--- config.mk ---
export PLATFORM = sky130hd
export DESIGN_NAME = req_arbiter_flat
export DESIGN_NICKNAME = d
export VERILOG_FILES = /design/src/rtl/arb_pkg.sv /design/src/rtl/req_arbiter_if.sv /design/src/rtl/arb_prio_pick.sv /design/src/rtl/req_arbiter.sv /design/src/flat_wrapper.sv
export SDC_FILE = /design/constraint.sdc
export NUM_CORES = 1
export LEC_CHECK = 0
export CORE_ASPECT_RATIO = 0.9
export CORE_UTILIZATION = 53
export CTS_CLUSTER_SIZE = 25
export DETAILED_ROUTE_END_ITERATION = 16
export GPL_TIMING_DRIVEN = 0
export PLACE_DENSITY_LB_ADDON = 0.2
export SLEW_MARGIN = 20
export SYNTH_ARGS = -nofsm -noshare
export SYNTH_HDL_FRONTEND = slang
export SYNTH_SLANG_ARGS = --single-unit
--- constraint.sdc ---
create_clock -name clk -period 4.6 [get_ports clk]
set_input_delay 0.92 -clock clk [delete_from_list [all_inputs] [get_ports clk]]
set_output_delay 0.92 -clock clk [all_outputs]
set_load 0.05 [all_outputs]
--- src/rtl/arb_pkg.sv ---
// arb_pkg: shared types and defaults for the req_arbiter slice.
// Holds the FSM state enum and default N / MAX_HOLD values.
package arb_pkg;

  localparam int ARB_N        = 4;
  localparam int ARB_MAX_HOLD = 8;

  typedef enum logic [1:0] {
    IDLE    = 2'd0,
    GRANT   = 2'd1,
    RELEASE = 2'd2
  } arb_state_t;

endpackage

--- src/rtl/req_arbiter_if.sv ---
// req_arbiter_if: requester-side bundle (req/mode/done in; gnt/gnt_id/
// gnt_valid/preempt out). master = requesters, slave = arbiter.
interface req_arbiter_if
  import arb_pkg::*;
#(
  parameter int N   = ARB_N,
  parameter int IDW = $clog2(N)
);

  logic [N-1:0]   req;
  logic           mode;
  logic           done;
  logic [N-1:0]   gnt;
  logic [IDW-1:0] gnt_id;
  logic           gnt_valid;
  logic           preempt;

  modport master (
    output req, mode, done,
    input  gnt, gnt_id, gnt_valid, preempt
  );

  modport slave (
    input  req, mode, done,
    output gnt, gnt_id, gnt_valid, preempt
  );

endinterface

--- src/rtl/arb_prio_pick.sv ---
// arb_prio_pick: combinational winner select. In: req, last_id, mode.
// Out: winner (fixed: highest set bit; rr: last_id-1 downward, wrapping), any_req.
module arb_prio_pick #(
  parameter int N   = 4,
  parameter int IDW = $clog2(N)
) (
  input  logic [N-1:0]   req,
  input  logic [IDW-1:0] last_id,
  input  logic           mode,
  output logic [IDW-1:0] winner,
  output logic           any_req
);

  function automatic logic [IDW-1:0] rr_idx(
    input logic [IDW-1:0] last,
    input int             k
  );
    int j;
    j = int'(last) - k;
    if (j < 0) j = j + N;
    return IDW'(j);
  endfunction

  always_comb begin
    winner  = '0;
    any_req = |req;
    if (!mode) begin
      for (int i = 0; i < N; i++)
        if (req[i]) winner = IDW'(i);
    end else begin
      // Walk from the far end so the closest hit to last_id-1 wins.
      for (int k = N; k >= 1; k--)
        if (req[rr_idx(last_id, k)])
          winner = rr_idx(last_id, k);
    end
  end

endmodule

--- src/rtl/req_arbiter.sv ---
// req_arbiter: N-way sequencing arbiter, fixed or round-robin, registered grant.
// Ports: clk, rst_n (sync, active-low), bus (req_arbiter_if.slave).
module req_arbiter
  import arb_pkg::*;
#(
  parameter int N        = ARB_N,
  parameter int MAX_HOLD = ARB_MAX_HOLD,
  parameter int IDW      = $clog2(N)
) (
  input  logic         clk,
  input  logic         rst_n,
  req_arbiter_if.slave bus
);

  localparam int HW = $clog2(MAX_HOLD);
  localparam logic [HW-1:0] HOLD_LIM = HW'(MAX_HOLD - 1);

  arb_state_t     state_q, state_d;
  logic [HW-1:0]  hold_q, hold_d;
  logic [IDW-1:0] last_q, last_d;
  logic [N-1:0]   gnt_q, gnt_d;
  logic [IDW-1:0] id_q, id_d;
  logic           vld_q, vld_d;
  logic           pre_q, pre_d;

  logic [IDW-1:0] win;
  logic           any_req;
  logic           own_req;
  logic           oth_req;
  logic           timeout;
  logic           leave;

  arb_prio_pick #(
    .N   (N),
    .IDW (IDW)
  ) u_pick (
    .req     (bus.req),
    .last_id (last_q),
    .mode    (bus.mode),
    .winner  (win),
    .any_req (any_req)
  );

  // Owner identity comes from the one-hot grant, so no index
  // ever reaches past N-1 for non power-of-two N.
  always_comb begin
    own_req = |(bus.req & gnt_q);
    oth_req = |(bus.req & ~gnt_q);
    timeout = bus.mode && (hold_q == HOLD_LIM) && oth_req;
    leave   = bus.done || !own_req || timeout;
  end

  always_ff @(posedge clk) begin
    if (!rst_n) begin
      state_q <= IDLE;
      hold_q  <= '0;
      last_q  <= '0;
      gnt_q   <= '0;
      id_q    <= '0;
      vld_q   <= 1'b0;
      pre_q   <= 1'b0;
    end else begin
      state_q <= state_d;
      hold_q  <= hold_d;
      last_q  <= last_d;
      gnt_q   <= gnt_d;
      id_q    <= id_d;
      vld_q   <= vld_d;
      pre_q   <= pre_d;
    end
  end

  always_comb begin
    state_d = state_q;
    unique case (state_q)
      IDLE:    if (any_req) state_d = GRANT;
      GRANT:   if (leave) state_d = RELEASE;
      RELEASE: state_d = any_req ? GRANT : IDLE;
      default: state_d = IDLE;
    endcase
  end

  always_comb begin
    hold_d = hold_q;
    last_d = last_q;
    gnt_d  = gnt_q;
    id_d   = id_q;
    vld_d  = vld_q;
    pre_d  = 1'b0;
    unique case (state_q)
      IDLE, RELEASE: begin
        gnt_d = '0;
        vld_d = 1'b0;
        if (any_req) begin
          gnt_d[win] = 1'b1;
          id_d       = win;
          vld_d      = 1'b1;
          hold_d     = '0;
        end
      end
      GRANT: begin
        if (leave) begin
          gnt_d  = '0;
          vld_d  = 1'b0;
          last_d = id_q;
          hold_d = '0;
          // Only a pure timeout counts as pre-emption.
          pre_d  = timeout && !bus.done && own_req;
        end else if (hold_q != HOLD_LIM) begin
          hold_d = hold_q + 1'b1;
        end
      end
      default: begin
        gnt_d  = '0;
        vld_d  = 1'b0;
        hold_d = '0;
      end
    endcase
  end

  assign bus.gnt       = gnt_q;
  assign bus.gnt_id    = id_q;
  assign bus.gnt_valid = vld_q;
  assign bus.preempt   = pre_q;

endmodule

--- src/flat_wrapper.sv ---
// flat-port wrapper written by rule: the top's interface ports become plain ports
module req_arbiter_flat import arb_pkg::*;
#(
  parameter int N        = ARB_N,
  parameter int MAX_HOLD = ARB_MAX_HOLD,
  parameter int IDW      = $clog2(N)
)
  (clk, rst_n, bus_req, bus_mode, bus_done, bus_gnt, bus_gnt_id, bus_gnt_valid, bus_preempt);
  req_arbiter_if #(.N(N), .IDW(IDW)) bus_i ();
  input  logic clk;
  input  logic rst_n;
  input wire logic [$bits(bus_i.req)-1:0] bus_req;
  input wire logic [$bits(bus_i.mode)-1:0] bus_mode;
  input wire logic [$bits(bus_i.done)-1:0] bus_done;
  output wire logic [$bits(bus_i.gnt)-1:0] bus_gnt;
  output wire logic [$bits(bus_i.gnt_id)-1:0] bus_gnt_id;
  output wire logic [$bits(bus_i.gnt_valid)-1:0] bus_gnt_valid;
  output wire logic [$bits(bus_i.preempt)-1:0] bus_preempt;
  assign bus_i.req = bus_req;
  assign bus_i.mode = bus_mode;
  assign bus_i.done = bus_done;
  assign bus_gnt = bus_i.gnt;
  assign bus_gnt_id = bus_i.gnt_id;
  assign bus_gnt_valid = bus_i.gnt_valid;
  assign bus_preempt = bus_i.preempt;
  req_arbiter #(.N(N), .MAX_HOLD(MAX_HOLD), .IDW(IDW)) u_core (.clk(clk), .rst_n(rst_n), .bus(bus_i));
endmodule
==> results.json <==
{
  "cts_root_buf": "clkbuf_4",
  "reg2reg_slack_ns": 2.85,
  "swShare": 0.313,
  "drt_wl_total_um": 1790,
  "areaGrowthSynthToFinish_pct": 21.0,
  "irDropWorstVdd_mv": 0.215,
  "cts_made_buffers": 3,
  "crit_slowest_cell": "clkdlybuf4s50_1",
  "worst-setup-path-type": "reg2out",
  "crit_buf_inv": 1,
  "syn_avg_cell_area_um2": 9.18,
  "die-area_um2": 1740,
  "synth_top_family_by_area": "compound AO/OA/AOI/OAI gates",
  "p_leak_uw": 0.000375,
  "setup_viol": 0,
  "worstPathMaxFanout": 4,
  "grt_pass1_vias": 656,
  "clk_pin_slew_ns": 0.09,
  "fin_tns_setup_ns": 0,
  "critPathTopFamily": "buffers and inverters",
  "violations": "DRC",
  "coreArea_um2": 1460,
  "synth-xor-area-share": 0,
  "antenna_cells": 0,
  "drt_pass1_iterations": 10,
  "power_density_nw_per_um2": 284,
  "ant_nets": 0,
  "num_rows": 13,
  "drt-initial-drc-count": 26,
  "routedWlPerCell_um": 14.6,
  "netlist_area_um2": 836,
  "cts_hold_buf": 0,
  "worst_pin_slew_ns": 0.642,
  "cts_setup_buffers": 0,
  "worstSetupStartpointType": "register",
  "portBuffers": 13,
  "h-tree-depth": 1,
  "final_max_slew_viol_count": 0,
  "dp_hpwl_um": 1330,
  "cp.required_ns": 3.68,
  "synth-edff-count": 0,
  "grt_use_total": 0.244,
  "synth_seq_cells": 15,
  "yosys.area_share.adder": 0.0299,
  "p_sw_uw": 89.7,
  "gp_congestion": 0.774,
  "fin_crit_sh": 0.530,
  "ys_warn_count": 0,
  "cp-end-kind": "output pin",
  "synth-seq-area-share": 0.359,
  "p_comb_frac": 0.232,
  "syn_nets": 101,
  "yosys.area_share.simple": 0.262,
  "antenna_found_initial": 0,
  "die_height_um": 39.7,
  "sequentialPowerShare": 0.500,
  "rsz0062_at_grt": "no",
  "ys_async_sr_fraction": 0,
  "clock_sinks": 15,
  "synthMuxAreaShare": 0.0240,
  "cp.arrival_ns": 1.52,
  "routed_via_density": 6.17,
  "max_freq_mhz": 410,
  "synth_compound_area_frac": 0.295,
  "route.detailed.drc": 2,
  "die-width_um": 43.9,
  "hold_class": "reg2reg",
  "grt_pass1_wl_um": 2940,
  "boundaryPins": 16,
  "clk_path_buf_depth": 2,
  "status": "finished, violations left",
  "cellInternalPower_uw": 197,
  "max_stage_delay_ns": 0.82,
  "path_cells": "clkdlybuf4s50_1",
  "vias": 759,
  "skew_ns": 0.00746,
  "maxSlewHeadroom": 0.561,
  "post_cts_resized": 0,
  "num-fill-cells": 115,
  "overflow": 0,
  "grt_max_degree": 11,
  "synthCells": 91,
  "drive_above_1_share": 0.0926,
  "initial_core_util": 0.571,
  "yosysUniqueCellTypes": 38,
  "cap_violations": 0,
  "cts_tree": "built",
  "clkPwrFrac": 0.268,
  "finalHoldViolCount": 0,
  "ys.flop_type": "dfxtp_1",
  "clock_latency_ns": 0.29,
  "worst_hold_slack_ns": 0.460,
  "fin_nets": 119,
  "fin_crit_ns": 2.44
}
[sequential cells by signal, summed over array words and instances (netlist names)]
register              count
u_core.bus.preempt        1
u_core.bus.gnt            4
u_core.last_q             2
u_core.bus.gnt_valid      1
u_core.state_q            2
u_core.hold_q             3
u_core.bus.gnt_id         2
[area by class of cell]
type / count / area (um^2) / share of cell area
timing repair buffer: 13 / 130 / 0.129
multi-input combinational: 70 / 510 / 0.505
tap: 15 / 18.8 / 0.0186
sequential: 15 / 300 / 0.297
inverter: 4 / 15.0 / 0.0149
buffer: 2 / 10.0 / 0.00990
clock buffer: 4 / 26.3 / 0.0260
[cells in the mapped netlist (2+ instances only)]
library cell	number	share of area
nor2_1	2	0.0090
a32oi_1	3	0.031
nand2b_1	4	0.030
nand3b_1	2	0.018
o21ai_0	5	0.030
dfxtp_1	15	0.36
nor2b_1	5	0.037
mux2i_1	2	0.024
ha_1	2	0.030
and3b_1	3	0.031
nor3b_1	2	0.018
inv_1	4	0.018
a21o_1	2	0.018
nor3_1	2	0.012
a21oi_1	3	0.018
buf_2	2	0.012
or3b_1	2	0.021
nand2_1	9	0.040
a22oi_1	2	0.018
a32o_1	2	0.024
[stage by stage]
step | instance area, um^2 | setup slack [ns] | instances | power [uW] | utilization
5_1_grt | 1010 | 2.06 | 123 | 300 | 0.691
4_1_cts | 1010 | 2.17 | 123 | 288 | 0.691
3_3_place_gp | 985 | 1.97 | 119 | 211 | 0.673
2_1_floorplan | 836 | 2.51 | 91 | 190 | -
6_report | 1010 | 2.16 | 123 | 287 | 0.691
3_5_place_dp | 985 | 1.92 | 119 | 213 | 0.673
[power groups by stage]
stage,sequential (uW),combinational (uW),clock [uW]
after floorplan,160,29.4,0
after global placement,146,64.8,0
after detailed placement,146,66.3,0
after CTS,143,66.7,78.3
after global routing,144,71.8,84.0
final,143,66.7,76.9
[cell usage in the layout (no fill, tap or decap), drive strengths merged, types with 3 or more instances in the layout]
| master | synthesis | final |
|---|---|---|
| dfxtp | 15 | 15 |
| clkdlybuf4s50 | 0 | 13 |
| nand2 | 9 | 9 |
| o21ai | 6 | 6 |
| nor2b | 5 | 5 |
| nand2b | 4 | 4 |
| inv | 4 | 4 |
| a21oi | 4 | 4 |
| a32oi | 4 | 4 |
| clkbuf | 0 | 4 |
| and3b | 3 | 3 |
[per-layer routing]
layer / global-route usage / vias up / wire [um]
li1: - / 388 / -
met1: 0.319 / 352 / 877
met5: 0 / - / 0
met3: 0.0691 / 4 / 61
met2: 0.373 / 15 / 826
met4: 0.106 / 0 / 28
[path summary, 6_finish.rpt]
| kind | startpoint | endpoint | cells after the start |
|---|---|---|---|
| max | u_core.bus.gnt[3]$_SDFFE_PN0P_ | bus_gnt[3] | 1 |
| max reg2reg | u_core.hold_q[0]$_SDFFE_PN0P_ | u_core.last_q[0]$_SDFFE_PN0P_ | 6 |
| min reg2reg | u_core.bus.gnt_valid$_SDFFE_PN0P_ | u_core.bus.gnt_valid$_SDFFE_PN0P_ | 1 |
| min | u_core.bus.gnt_valid$_SDFFE_PN0P_ | u_core.bus.gnt_valid$_SDFFE_PN0P_ | 1 |
[kinds of logic after synthesis]
kind of cell	count (synthesis)
and+or+nand+nor	35
muxes	2
DFF	15
AOI/OAI and AO/OA	31
adders and majority gates	2
buffers and inverters	6
(Power assumes the default switching activity.)
